===== config.mk =====
export PLATFORM = sky130hd
export DESIGN_NAME = seq_mult_seg_flat
export DESIGN_NICKNAME = d
export VERILOG_FILES = /design/src/rtl/seq_mult_pkg.sv /design/src/rtl/seq_mult_seg_if.sv /design/src/rtl/seq_mult_seg_deser.sv /design/src/rtl/seq_mult_seg.sv /design/src/flat_wrapper.sv
export SDC_FILE = /design/constraint.sdc
export NUM_CORES = 1
export LEC_CHECK = 0
export CAP_MARGIN = 30
export CORE_ASPECT_RATIO = 0.7
export CORE_MARGIN = 4
export CORE_UTILIZATION = 61
export CTS_BUF_LIST = sky130_fd_sc_hd__clkbuf_16
export CTS_CLUSTER_DIAMETER = 40
export DETAILED_ROUTE_END_ITERATION = 8
export PLACE_DENSITY_LB_ADDON = 0.15
export SYNTH_ARGS = -nofsm -noshare
export SYNTH_HDL_FRONTEND = slang
export SYNTH_SLANG_ARGS = --single-unit

===== constraint.sdc =====
create_clock -name clk -period 5.6 [get_ports clk]
set_clock_uncertainty 0.15 [all_clocks]
set_input_delay 1.12 -clock clk [delete_from_list [all_inputs] [get_ports clk]]
set_output_delay 1.12 -clock clk [all_outputs]
set_load 0.005 [all_outputs]

===== src/rtl/seq_mult_pkg.sv =====
// Shared types and sizing helpers for the segment-loaded sequential multiplier.
// Optional signed support is enabled with SEQ_MULT_SIGNED_EN (see seq_mult_seg).
package seq_mult_pkg;

   typedef enum logic [1:0] {
      ST_LOAD = 2'b00,
      ST_RUN  = 2'b01,
      ST_DONE = 2'b10
   } state_t;

   function automatic int nseg(input int width, input int seg_w);
      return width / seg_w;
   endfunction

   function automatic int seg_cnt_w(input int width, input int seg_w);
      return $clog2(2 * (width / seg_w));
   endfunction

   function automatic int bit_cnt_w(input int width);
      return $clog2(width + 1);
   endfunction

endpackage


===== src/rtl/seq_mult_seg_if.sv =====
// Operand-segment input and product handshake bundle for seq_mult_seg.
// op_signed exists only when SEQ_MULT_SIGNED_EN is defined.
interface seq_mult_seg_if #(
   parameter int WIDTH = 8,
   parameter int SEG_W = 4
);
   logic [SEG_W-1:0]   seg_in;
   logic               seg_valid;
   logic               seg_ack;
   logic [2*WIDTH-1:0] prod;
   logic               prod_valid;
   logic               prod_ready;
   logic               busy;
`ifdef SEQ_MULT_SIGNED_EN
   logic               op_signed;

   modport master (output seg_in, seg_valid, prod_ready, op_signed,
                   input  seg_ack, prod, prod_valid, busy);
   modport slave  (input  seg_in, seg_valid, prod_ready, op_signed,
                   output seg_ack, prod, prod_valid, busy);
`else
   modport master (output seg_in, seg_valid, prod_ready,
                   input  seg_ack, prod, prod_valid, busy);
   modport slave  (input  seg_in, seg_valid, prod_ready,
                   output seg_ack, prod, prod_valid, busy);
`endif
endinterface


===== src/rtl/seq_mult_seg_deser.sv =====
// Segment deserialiser: slot counter plus A/B operand registers, A first, LS segment first.
// load_done flags the transfer that fills the last B segment.
module seg_deser
   import seq_mult_pkg::*;
#(
   parameter int WIDTH = 8,
   parameter int SEG_W = 4
) (
   input  logic             clk,
   input  logic             rst,
   input  logic             xfer,
   input  logic [SEG_W-1:0] seg,
   output logic [WIDTH-1:0] a,
   output logic [WIDTH-1:0] b,
   output logic             load_done
);
   localparam int NSEG = nseg(WIDTH, SEG_W);
   localparam int SCW  = seg_cnt_w(WIDTH, SEG_W);
   localparam logic [SCW-1:0] LAST_SLOT = SCW'(2 * NSEG - 1);

   logic [SCW-1:0] seg_cnt;

   assign load_done = xfer && (seg_cnt == LAST_SLOT);

   always_ff @(posedge clk) begin
      if (rst) begin
         seg_cnt <= '0;
      end else if (xfer) begin
         seg_cnt <= load_done ? '0 : seg_cnt + SCW'(1);
      end
   end

   // Operand slots hold data only; a reset just restarts the slot count.
   always_ff @(posedge clk) begin
      if (xfer) begin
         for (int i = 0; i < NSEG; i++) begin
            if (seg_cnt == SCW'(i))        a[i*SEG_W +: SEG_W] <= seg;
            if (seg_cnt == SCW'(i + NSEG)) b[i*SEG_W +: SEG_W] <= seg;
         end
      end
   end

endmodule


===== src/rtl/seq_mult_seg.sv =====
// Sequential shift-add multiplier, one multiplier bit per cycle, valid/ready result port.
// Define SEQ_MULT_SIGNED_EN to add op_signed (two's-complement operands).
module seq_mult_seg
   import seq_mult_pkg::*;
#(
   parameter int WIDTH = 8,
   parameter int SEG_W = 4
) (
   input  logic          clk,
   input  logic          rst,
   seq_mult_seg_if.slave bus
);
   localparam int AW  = 2 * WIDTH + 1;
   localparam int BCW = bit_cnt_w(WIDTH);
   localparam logic [BCW-1:0] LAST_BIT = BCW'(WIDTH - 1);

   state_t           state;
   logic [BCW-1:0]   bit_cnt;
   logic [AW-1:0]    acc;
   logic [AW-1:0]    a_ext;
   logic [AW-1:0]    a_shift;
   logic [WIDTH-1:0] a;
   logic [WIDTH-1:0] b;
   logic             b_bit;
   logic             seg_ack;
   logic             load_done;
   logic             neg_step;
   logic             prod_valid_q;
   logic             busy_q;
   logic             carry_unused;

   assign seg_ack = !rst && (state == ST_LOAD) && bus.seg_valid;

   seg_deser #(.WIDTH(WIDTH), .SEG_W(SEG_W)) u_deser (
      .clk       (clk),
      .rst       (rst),
      .xfer      (seg_ack),
      .seg       (bus.seg_in),
      .a         (a),
      .b         (b),
      .load_done (load_done)
   );

`ifdef SEQ_MULT_SIGNED_EN
   logic signed_q;

   always_ff @(posedge clk) begin
      if (rst)            signed_q <= 1'b0;
      else if (load_done) signed_q <= bus.op_signed;
   end

   // Signed: the B MSB carries weight -2^(WIDTH-1), so that step subtracts.
   assign a_ext    = {{(WIDTH + 1){signed_q & a[WIDTH-1]}}, a};
   assign neg_step = signed_q && (bit_cnt == LAST_BIT);
`else
   assign a_ext    = {{(WIDTH + 1){1'b0}}, a};
   assign neg_step = 1'b0;
`endif

   assign a_shift = a_ext << bit_cnt;
   assign b_bit   = |(b & (WIDTH'(1) << bit_cnt));

   always_ff @(posedge clk) begin
      if (rst) begin
         state        <= ST_LOAD;
         bit_cnt      <= '0;
         acc          <= '0;
         prod_valid_q <= 1'b0;
         busy_q       <= 1'b0;
      end else begin
         case (state)
            ST_LOAD: begin
               if (load_done) begin
                  state   <= ST_RUN;
                  bit_cnt <= '0;
                  acc     <= '0;
                  busy_q  <= 1'b1;
               end
            end
            ST_RUN: begin
               if (b_bit) acc <= neg_step ? acc - a_shift : acc + a_shift;
               bit_cnt <= bit_cnt + BCW'(1);
               if (bit_cnt == LAST_BIT) begin
                  state        <= ST_DONE;
                  prod_valid_q <= 1'b1;
               end
            end
            ST_DONE: begin
               if (bus.prod_ready) begin
                  state        <= ST_LOAD;
                  prod_valid_q <= 1'b0;
                  busy_q       <= 1'b0;
               end
            end
            default: begin
               state        <= ST_LOAD;
               prod_valid_q <= 1'b0;
               busy_q       <= 1'b0;
            end
         endcase
      end
   end

   // The extra accumulator bit only absorbs the carry; the product is the low 2*WIDTH bits.
   assign carry_unused   = acc[AW-1];
   assign bus.prod       = acc[2*WIDTH-1:0];
   assign bus.prod_valid = prod_valid_q;
   assign bus.busy       = busy_q;
   assign bus.seg_ack    = seg_ack;

endmodule


===== src/flat_wrapper.sv =====
// flat-port wrapper written by rule: the top's interface ports become plain ports
module seq_mult_seg_flat import seq_mult_pkg::*;
#(
   parameter int WIDTH = 8,
   parameter int SEG_W = 4
)
  (clk, rst, bus_seg_in, bus_seg_valid, bus_prod_ready, bus_seg_ack, bus_prod, bus_prod_valid, bus_busy);
  seq_mult_seg_if #(.WIDTH(WIDTH), .SEG_W(SEG_W)) bus_i ();
  input  logic clk;
  input  logic rst;
  input wire logic [$bits(bus_i.seg_in)-1:0] bus_seg_in;
  input wire logic [$bits(bus_i.seg_valid)-1:0] bus_seg_valid;
  input wire logic [$bits(bus_i.prod_ready)-1:0] bus_prod_ready;
  output wire logic [$bits(bus_i.seg_ack)-1:0] bus_seg_ack;
  output wire logic [$bits(bus_i.prod)-1:0] bus_prod;
  output wire logic [$bits(bus_i.prod_valid)-1:0] bus_prod_valid;
  output wire logic [$bits(bus_i.busy)-1:0] bus_busy;
  assign bus_i.seg_in = bus_seg_in;
  assign bus_i.seg_valid = bus_seg_valid;
  assign bus_i.prod_ready = bus_prod_ready;
  assign bus_seg_ack = bus_i.seg_ack;
  assign bus_prod = bus_i.prod;
  assign bus_prod_valid = bus_i.prod_valid;
  assign bus_busy = bus_i.busy;
  seq_mult_seg #(.WIDTH(WIDTH), .SEG_W(SEG_W)) u_core (.clk(clk), .rst(rst), .bus(bus_i));
endmodule

==> metrics.txt <==
Netlist Area Pre-Place 2870 sq um; DIE AREA 5880 sq um; GRT Resource Usage Total 25.3%; Final ANT Viol Nets 0; Post-synth EDFFs 16; WP data required 4.33 ns; Hold WC Path Type reg -> reg; status complete, no violations; Hold EP u_core.bus.busy$_SDFFE_PP0P_; vias per cell 6.32; Synth async-reset ratio 0%; register-to-register setup slack 1.72 ns; Buffers on Ports 26; core area 4430 sq um; CTS tree built; r2r worst-path depth 12; CTS resizes 0; Final Cycle Share 69.4%; RSZ-0062 raised after global routing false; Crit path max-delay family buffers and inverters; most common cell after layout, fill and taps aside nand2_1; CTS clk-pin slew, worst paths 0.06 ns; Cell Count, Final, Fillers Out 399; DIE HEIGHT 65.4 um; Vias 2,522; CP peak stage delay 0.56 ns; largest net degree at the start of global routing 26; area occupied by multi-input gates 1750 sq um; Crit path depth 4; diodes inserted 0; initial antenna violation count 0; cts hold-fix bufs 0; Synth Register Bits 42; Worst slew margin 46.2%; Synth Net Count 357; min Tclk post-route 3.88 ns; Synth warnings 0; area delta synth->final 14.9%; crit path kind in -> out; crit start category input pin; final setup fails 0; row count 20; post-synthesis sequential area ratio 34.9%; count of cell types in the netlist 50; Routed WL 7.05 mm; predominant post-synthesis flop cell dfxtp_1; fin area 3300 sq um; CTS buffer count 5; Die Wd 90.0 um; First-pass DRT Iterations 8; Worst Path Max Fanout 25; Worst path most repeated cell clkdlybuf4s50_1; Fin. Hold Viols 0; worst-margin pin slew 0.806 ns; Pwr per Cell Area 212 nW/um^2; WL/cell 17.7 um; # Post-CTS Setup Buffers 0; Synth Area per Inst 8.88 sq um; HP Start u_core.bus.busy$_SDFFE_PP0P_; clk_lat worst skew 0.29 ns; H-tree Lvls 2; Fmax 257 MHz; Max VDD drop 0.183 mV; initial core utilization 64.7%; total grt overflow 0; first-pass GRT wire length 12.0 mm; Final Max Slew Viols 0; share of cells above drive strength 1 6.40%; placed instance area 3130 sq um; # DRC 0; reg-to-reg endpoint u_core.acc[12]$_SDFFE_PP0P_; final hold slack 0.339 ns; Final nets 377; CP cell instances clkdlybuf4s50_1 > buf_4 > nor4b_4 > clkdlybuf4s50_1; Storage cell area 1000 sq um; Final TNS setup 0 ns; Clock Sinks 42; vias in the first global route 2,457; CP Capture Type primary output; commonest cells after routing, fill and taps aside 39 x nand2_1, 34 x nor2_1, 29 x a21oi_1; placed insts 391; initial detailed-routing violation count 322; DPL Wire Length 5.01 mm; I/O pins 27; Pleak 0.00125 uW; slowest stage cell, crit path clkdlybuf4s50_1; maxcap violations 0; Gate Count Post-Synth 323; fill cell count 324; CP arrival 2.61 ns; worst hold path depth 2; reg2reg start u_core.bit_cnt[1]$_SDFFE_PP0P_; routability cong. 0.967; Crit path buffers/inverters 3; CTS max path bufs 2; CTS root buf clkbuf_16
==> logic make-up after synthesis <==
logic type                 count (synthesis)  synth area share, %
and+or+nand+nor                          118                 19.5
xor gates and xnor gates                  10                 3.05
adders and majority gates                 26                 11.6
DFF                                       42                 34.9
muxes                                     16                 6.76
buffers and inverters                     26                 4.14
AOI/OAI and AO/OA                         85                 20.1
==> layout make-up <==
cell class	instances	share of cell area, %
inverters	12	1.37
repair buffers	27	8.12
well taps	55	2.09
clock buffers	5	3.80
multi-input cells	255	53.0
flip-flops and latches	42	30.4
clock inverters	3	1.21
==> synth_stat cells, drive strengths merged (3+ instances only) <==
master	n	share of area [%]
nand2	39	5.1
nor2	34	4.5
a21oi	29	5.1
and2	4	0.87
dfxtp	26	18
o22ai	3	0.65
a22oi	3	0.79
inv	10	1.3
a21o	3	0.79
nor2b	5	1.1
a21boi	3	0.92
xnor2	6	1.8
edfxtp	16	17
a211oi	4	1.4
a22o	6	1.8
o211ai	8	2.1
ha	25	11
a31oi	5	1.1
nand2b	4	1.1
clkbuf	7	0.96
o21ai	13	2.3
buf	7	1.6
mux2i	10	3.5
mux2	4	1.7
xor2	4	1.2
nand3	16	2.8
nor3	9	1.7
==> flip-flops by register name (all words and copies together), names as in the netlist <==
name                    cells
u_core.bus.prod_valid       1
u_core.bit_cnt              4
u_core.bus.busy             1
u_core.u_deser.b            8
u_core.acc                 16
u_core.state                2
u_core.u_deser.a            8
u_core.u_deser.seg_cnt      2
==> worst min-delay path, delay by kind of cell, from the launching register on <==
family | cells | cell delay (ns)
AND/OR/NAND/NOR | 2 | 0.13
flip-flops | 1 | 0.31
==> how the worst max path moves through the flow <==
stage	from	to	slack, ns
6_report	rst	bus_seg_ack	1.72
3_5_place_dp	rst	bus_seg_ack	1.71
3_3_place_gp	rst	bus_seg_ack	1.73
5_1_grt	u_core.bit_cnt[1]$_SDFFE_PP0P_	u_core.acc[12]$_SDFFE_PP0P_	1.39
2_1_floorplan	u_core.bit_cnt[1]$_SDFFE_PP0P_	u_core.acc[13]$_SDFFE_PP0P_	2.62
4_1_cts	rst	bus_seg_ack	1.71
==> metrics by stage <==
| stage | total power, uW | setup slack [ns] | util (%) |
|---|---|---|---|
| after detailed placement | 375 | 1.71 | 70.7 |
| after global placement | 374 | 1.73 | 70.7 |
| final | 700 | 1.72 | 74.4 |
| after floorplan | 359 | 2.62 | - |
| after global routing | 721 | 1.39 | 74.4 |
| after CTS | 701 | 1.71 | 74.4 |
==> per-layer routing <==
metal  GRT usage, %  share of wire (%)  up-vias
met1           34.7                 46     1166
met4           8.97                1.8        0
met3           7.09                8.9       17
met5              0                  0        -
li1               -                  -     1210
met2           38.4                 43      129
==> power by group <==
part / switching, uW / leakage (uW) / total [uW] / internal [uW]
Sequential: 4.46 / 0.000355 / 326 / 322
Combinational: 25.5 / 0.000812 / 43.9 / 18.4
Clock: 121 / 0.0000836 / 330 / 209
Note: power is estimated with default switching activity, not from simulation.
